[src/rtl/cla_nibble_serial_adder.sv]
// Purpose: WIDTH-bit adder that reuses one 4-bit carry-lookahead nibble slice, LSB nibble first.
// Latency: accept at edge T0 -> out_valid high after edge T0+WIDTH/4; one op per WIDTH/4+2 cycles.
// Backpressure: in_ready only in IDLE; result held stable in DONE until out_ready, no op overlap.
module cla_nibble_serial_adder #(
    parameter int WIDTH = 16
) (
    input  logic             clk,
    input  logic             rst,
    input  logic             in_valid,
    output logic             in_ready,
    input  logic [WIDTH-1:0] in_a,
    input  logic [WIDTH-1:0] in_b,
    input  logic             in_carry,
    output logic             out_valid,
    input  logic             out_ready,
    output logic [WIDTH-1:0] out_s,
    output logic             out_carry,
    output logic             out_overflow
);

    localparam int NIB = WIDTH / 4;
    localparam int CW  = $clog2(NIB);

    typedef enum logic [1:0] {
        IDLE = 2'd0,
        RUN  = 2'd1,
        DONE = 2'd2
    } state_t;

    state_t           state;
    logic [WIDTH-1:0] a_q;       // operand A, shifted right one nibble per RUN edge
    logic [WIDTH-1:0] b_q;       // operand B, shifted right one nibble per RUN edge
    logic [WIDTH-5:0] sum_q;     // nibbles produced so far, filled from the top
    logic             c_q;       // carry into the current nibble
    logic [CW-1:0]    cnt;       // index of the nibble being added

    logic [3:0]       nib_a;
    logic [3:0]       nib_b;
    logic [3:0]       gen;
    logic [3:0]       prop;
    logic             c1;
    logic             c2;
    logic             c3;        // carry into bit 3 of the nibble (MSB carry-in on the last nibble)
    logic             c4;        // nibble carry-out
    logic [3:0]       nib_s;
    logic [WIDTH-1:0] sum_next;  // current nibble on top of the earlier ones

    // 4-bit generate/propagate lookahead on the current low nibble of the operands
    always_comb begin
        nib_a = a_q[3:0];
        nib_b = b_q[3:0];
        gen   = nib_a & nib_b;
        prop  = nib_a ^ nib_b;
        c1    = gen[0] | (prop[0] & c_q);
        c2    = gen[1] | (prop[1] & gen[0]) | (prop[1] & prop[0] & c_q);
        c3    = gen[2] | (prop[2] & gen[1]) | (prop[2] & prop[1] & gen[0])
              | (prop[2] & prop[1] & prop[0] & c_q);
        c4    = gen[3] | (prop[3] & gen[2]) | (prop[3] & prop[2] & gen[1])
              | (prop[3] & prop[2] & prop[1] & gen[0])
              | (prop[3] & prop[2] & prop[1] & prop[0] & c_q);
        nib_s    = prop ^ {c3, c2, c1, c_q};
        sum_next = {nib_s, sum_q};
    end

    // Control FSM plus datapath registers; all outputs are registered here
    always_ff @(posedge clk or posedge rst) begin
        if (rst) begin
            state        <= IDLE;
            in_ready     <= 1'b0;
            out_valid    <= 1'b0;
            out_s        <= '0;
            out_carry    <= 1'b0;
            out_overflow <= 1'b0;
            a_q          <= '0;
            b_q          <= '0;
            sum_q        <= '0;
            c_q          <= 1'b0;
            cnt          <= '0;
        end else begin
            case (state)
                IDLE: begin
                    in_ready <= 1'b1;
                    if (in_valid && in_ready) begin
                        a_q      <= in_a;
                        b_q      <= in_b;
                        c_q      <= in_carry;
                        sum_q    <= '0;
                        cnt      <= '0;
                        in_ready <= 1'b0;
                        state    <= RUN;
                    end
                end
                RUN: begin
                    a_q   <= {4'b0000, a_q[WIDTH-1:4]};
                    b_q   <= {4'b0000, b_q[WIDTH-1:4]};
                    sum_q <= sum_next[WIDTH-1:4];
                    c_q   <= c4;
                    if (cnt == CW'(NIB - 1)) begin
                        // Last nibble: publish the full result, overflow from MSB carry-in vs carry-out
                        out_s        <= sum_next;
                        out_carry    <= c4;
                        out_overflow <= c3 ^ c4;
                        out_valid    <= 1'b1;
                        state        <= DONE;
                    end else begin
                        cnt <= cnt + CW'(1);
                    end
                end
                DONE: begin
                    if (out_ready) begin
                        out_valid <= 1'b0;
                        in_ready  <= 1'b1;
                        state     <= IDLE;
                    end
                end
                default: begin
                    state     <= IDLE;
                    in_ready  <= 1'b0;
                    out_valid <= 1'b0;
                end
            endcase
        end
    end

endmodule

[config.mk]
export PLATFORM = sky130hd
export DESIGN_NAME = cla_nibble_serial_adder
export DESIGN_NICKNAME = d
export VERILOG_FILES = /design/src/rtl/cla_nibble_serial_adder.sv
export SDC_FILE = /design/constraint.sdc
export NUM_CORES = 1
export LEC_CHECK = 0
export BUFFER_PORTS_ARGS = -buffer_cell sky130_fd_sc_hd__clkbuf_2
export CAP_MARGIN = 40
export CELL_PAD_IN_SITES_DETAIL_PLACEMENT = 0
export CELL_PAD_IN_SITES_GLOBAL_PLACEMENT = 1
export CORE_MARGIN = 3
export CORE_UTILIZATION = 40
export CTS_CLUSTER_SIZE = 25
export DETAILED_ROUTE_END_ITERATION = 7
export PLACE_DENSITY_LB_ADDON = 0.12
export REMOVE_ABC_BUFFERS = 1
export SYNTH_ARGS = -nofsm -noshare
export SYNTH_HDL_FRONTEND = slang
export SYNTH_SLANG_ARGS = --single-unit
export TNS_END_PERCENT = 50
[constraint.sdc]
create_clock -name clk -period 2.4 [get_ports clk]
set_input_delay 0.48 -clock clk [delete_from_list [all_inputs] [get_ports clk]]
set_output_delay 0.48 -clock clk [all_outputs]
set_load 0.02 [all_outputs]
==> run metrics <==
status=complete, no violations; setup clock skew after layout=slightly above 0.007 ns; DP Wirelength=3787 um; leakage power=1.832 nW; Iter 0 DRT Violations=55; worst-path maximum fanout=4; cells after synthesis=246; pin slew with the least headroom to its limit=0.6594 ns; placeable core area=roughly 0.0073 sq mm; cell types with the highest counts after synthesis=sky130_fd_sc_hd__dfrtp_1, sky130_fd_sc_hd__nand2_1, sky130_fd_sc_hd__o21ai_0; area of the mapped netlist=0.003030 sq mm; Die H=93.04 um; total global-route track usage=0.1377; largest voltage drop on the vdd net=0.0005700 V; Horiz. Die Dim=93.04 um; average instance area after synthesis=12.32 sq um; largest delay contributor family on the critical path=compound AO/OA/AOI/OAI gates; Post-Route Utilization=0.4918; fillcell total=714; largest area contributor in the synthesized netlist=sky130_fd_sc_hd__dfrtp_1; number of nets in the final layout=346; drt pass-1 iters=4; fraction of registers with async set or reset after synthesis=1.000; Routed wire per std cell=between 10 and 15 um; Antenna Violating Nets Remaining=0; Port Buffers=56; critical path, cell by cell=ha_1 > a211o_1 > a21oi_2 > xor2_1 > o21ai_0; CTS buffer count=9; required time of the critical path=2.59 ns; Buf+Inv Stages, Crit Path=0; dominant register cell in the synthesized netlist=sky130_fd_sc_hd__dfrtp_1; via count of the first global-routing pass=approximately 1,900; CTS tree=done; register area=~0.0017 sq mm; largest incremental delay on the critical path=0.42 ns; count of endpoints failing hold in the final timing report=0; # setup viols final=0; sum of overflow across all layers after global routing=0; Top-Level Pins=57; Distinct cells, synth=31; P per Cell Area=1448 mW/mm^2; Detailed Route WL=5491 um; clock period minus worst slack=approximately 1.7 ns; CP Data Arrival Time=1.94 ns; initial standard-cell utilization of the core=0.4156; max-slew violations=0; RSZ-0062 raised after global routing=no; number of setup buffers added after CTS=0; area of combinational cells with multiple inputs=approximately 0.0012 sq mm; die area=0.008656 sq mm; clock buffer depth=2; count of instances resized after the clock tree is built=0; top post-synthesis cells by area=sky130_fd_sc_hd__dfrtp_1, sky130_fd_sc_hd__mux2i_1, sky130_fd_sc_hd__mux2_4, sky130_fd_sc_hd__o21ai_0, sky130_fd_sc_hd__a22o_1; maximum number of pins on one net before global-route repair=56; number of enable-type register cells in the synthesized netlist=0; layout overhead on the synthesized area=18.33%; vias after detailed routing=~1,900; Row Count=31; category of the worst setup path launch point=flip-flop; global-route wire length before repair=roughly 9300 um; Clk Tree Root Cell=sky130_fd_sc_hd__clkbuf_8; number of hold buffers added after cts=0; Remaining DRCs=0; crit path capture type=flip-flop; area share of the leading cell type in the synthesized netlist=0.5698; CP max stage cell=sky130_fd_sc_hd__dfrtp_1; final sum of negative setup slack=0 ns; Fmax achieved=572.7 MHz; sequential fraction of the synthesis area=0.5698; worst setup path class=reg2reg; clock latency on the worst-skew pair=0.33 ns; classification of the worst-slack hold path=in2async; antenna violations before repair=0; number of max-cap violations=0; Reg clk slew, reported paths=roughly 0.070 ns; post-synthesis register bit count=around 70; post-route clock period utilization=0.7275; worst-case headroom to the max-slew limit=0.5604; ratio of cells with drive above 1 in the final layout=0.3084; # H-tree levels=3; via count normalized by instance count=4.757; TritonCTS sink count=slightly below 70; cell with the most instances after synthesis=sky130_fd_sc_hd__dfrtp_1; yosys warns=0; gpl congestion=0.7391; number of antenna repair diodes=0
==> state kept, by name, summed over array words and instances, names as in the netlist <==
signal and flops:
in_ready 1, c_q 1, out_carry 1, cnt 2
state 2, a_q 16, out_overflow 1, out_s 16
sum_q 12, b_q 16, out_valid 1
==> placed cells by master, fill, tap and decap left out, types with 2 or more instances in the layout <==
cell type                    n
sky130_fd_sc_hd__a22o_1     18
sky130_fd_sc_hd__ha_1        5
sky130_fd_sc_hd__dfrtp_1    69
sky130_fd_sc_hd__xor2_1      2
sky130_fd_sc_hd__mux2_4     11
sky130_fd_sc_hd__inv_1       3
sky130_fd_sc_hd__nand2b_1    3
sky130_fd_sc_hd__clkbuf_2   56
sky130_fd_sc_hd__buf_4       3
sky130_fd_sc_hd__or3_1       2
sky130_fd_sc_hd__buf_12      2
sky130_fd_sc_hd__nor2_1      4
sky130_fd_sc_hd__mux2i_1    24
sky130_fd_sc_hd__o21ai_0    32
sky130_fd_sc_hd__a21oi_1     7
sky130_fd_sc_hd__bufinv_16   2
sky130_fd_sc_hd__clkinv_2    3
sky130_fd_sc_hd__clkbuf_8    9
sky130_fd_sc_hd__nand2_1    34
sky130_fd_sc_hd__mux2_2      3
sky130_fd_sc_hd__clkbuf_1    2
==> worst register-to-register path, cell delays in order, from the launching register on <==
cell and delay, ns:
sky130_fd_sc_hd__dfrtp_1 0.42, sky130_fd_sc_hd__ha_1 0.31, sky130_fd_sc_hd__a211o_1 0.31, sky130_fd_sc_hd__a21oi_2 0.22, sky130_fd_sc_hd__xor2_1 0.24, sky130_fd_sc_hd__o21ai_0 0.12
==> metrics by stage <==
| stage | setup WS [ns] | instances | hold slack, ns | power [W] | instance area (sq um) |
|---|---|---|---|---|---|
| floorplan | 0.1801 | 231 | 0.4492 | 0.003595 | 2912 |
| global placement | 0.6280 | 391 | 0.4534 | 0.004209 | 3379 |
| detailed placement | 0.6078 | 391 | 0.4515 | 0.004269 | 3379 |
| CTS | 0.6276 | 407 | 0.09178 | 0.005278 | 3586 |
| global route | 0.5262 | 407 | 0.1045 | 0.005628 | 3586 |
| finish | 0.6540 | 407 | 0.09394 | 0.005194 | 3586 |
==> power breakdown <==
group	switching, W	leakage (nW)	internal (W)
logic	0.00120	0.849	0.000998
registers	0.000326	0.876	0.00168
clock network	0.000418	0.107	0.000581
==> routing by layer <==
layer | part of all wire | up-vias | track usage | wire [um]
met1 | 0.50 | 908 | 0.1905 | 2727
met4 | 0.013 | 0 | 0.06227 | 71
li1 | - | 974 | - | -
met5 | 0 | - | 0 | 0
met3 | 0.059 | 6 | 0.04264 | 323
met2 | 0.43 | 48 | 0.1980 | 2368
==> area by class of cell <==
type / instances / share of cell area
clock buffer: 11 / 0.03664
clock inverter: 5 / 0.02094
inverter: 4 / 0.004187
multi-input combinational: 158 / 0.3266
sequential: 69 / 0.4815
tap: 99 / 0.03454
timing repair buffer: 61 / 0.09560
==> cells by family after synthesis <==
kind of cell               Yosys count  share of synthesized area
AOI/OAI and AO/OA                   64                     0.1338
muxes                               38                     0.1449
adders and majority gates            6                    0.02725
and+or+nand+nor                     47                    0.07143
xor gates and xnor gates             3                   0.008672
DFF                                 69                     0.5698
buffers and inverters               19                    0.04418
==> worst paths after layout <==
check	startpoint	endpoint	slack (ns)	depth (start not counted)
worst min register to register	a_q[7]	a_q[7]	0.48	2
worst min-delay path	rst	out_s[3]	0.09	2
worst max-delay path	a_q[0]	out_s[15]	0.65	5
min in group clk	in_a[13]	a_q[13]	0.36	2
worst max register to register	a_q[0]	out_s[15]	0.65	5
max in group asynchronous	rst	b_q[3]	1.72	3
(Power assumes the default switching activity.)
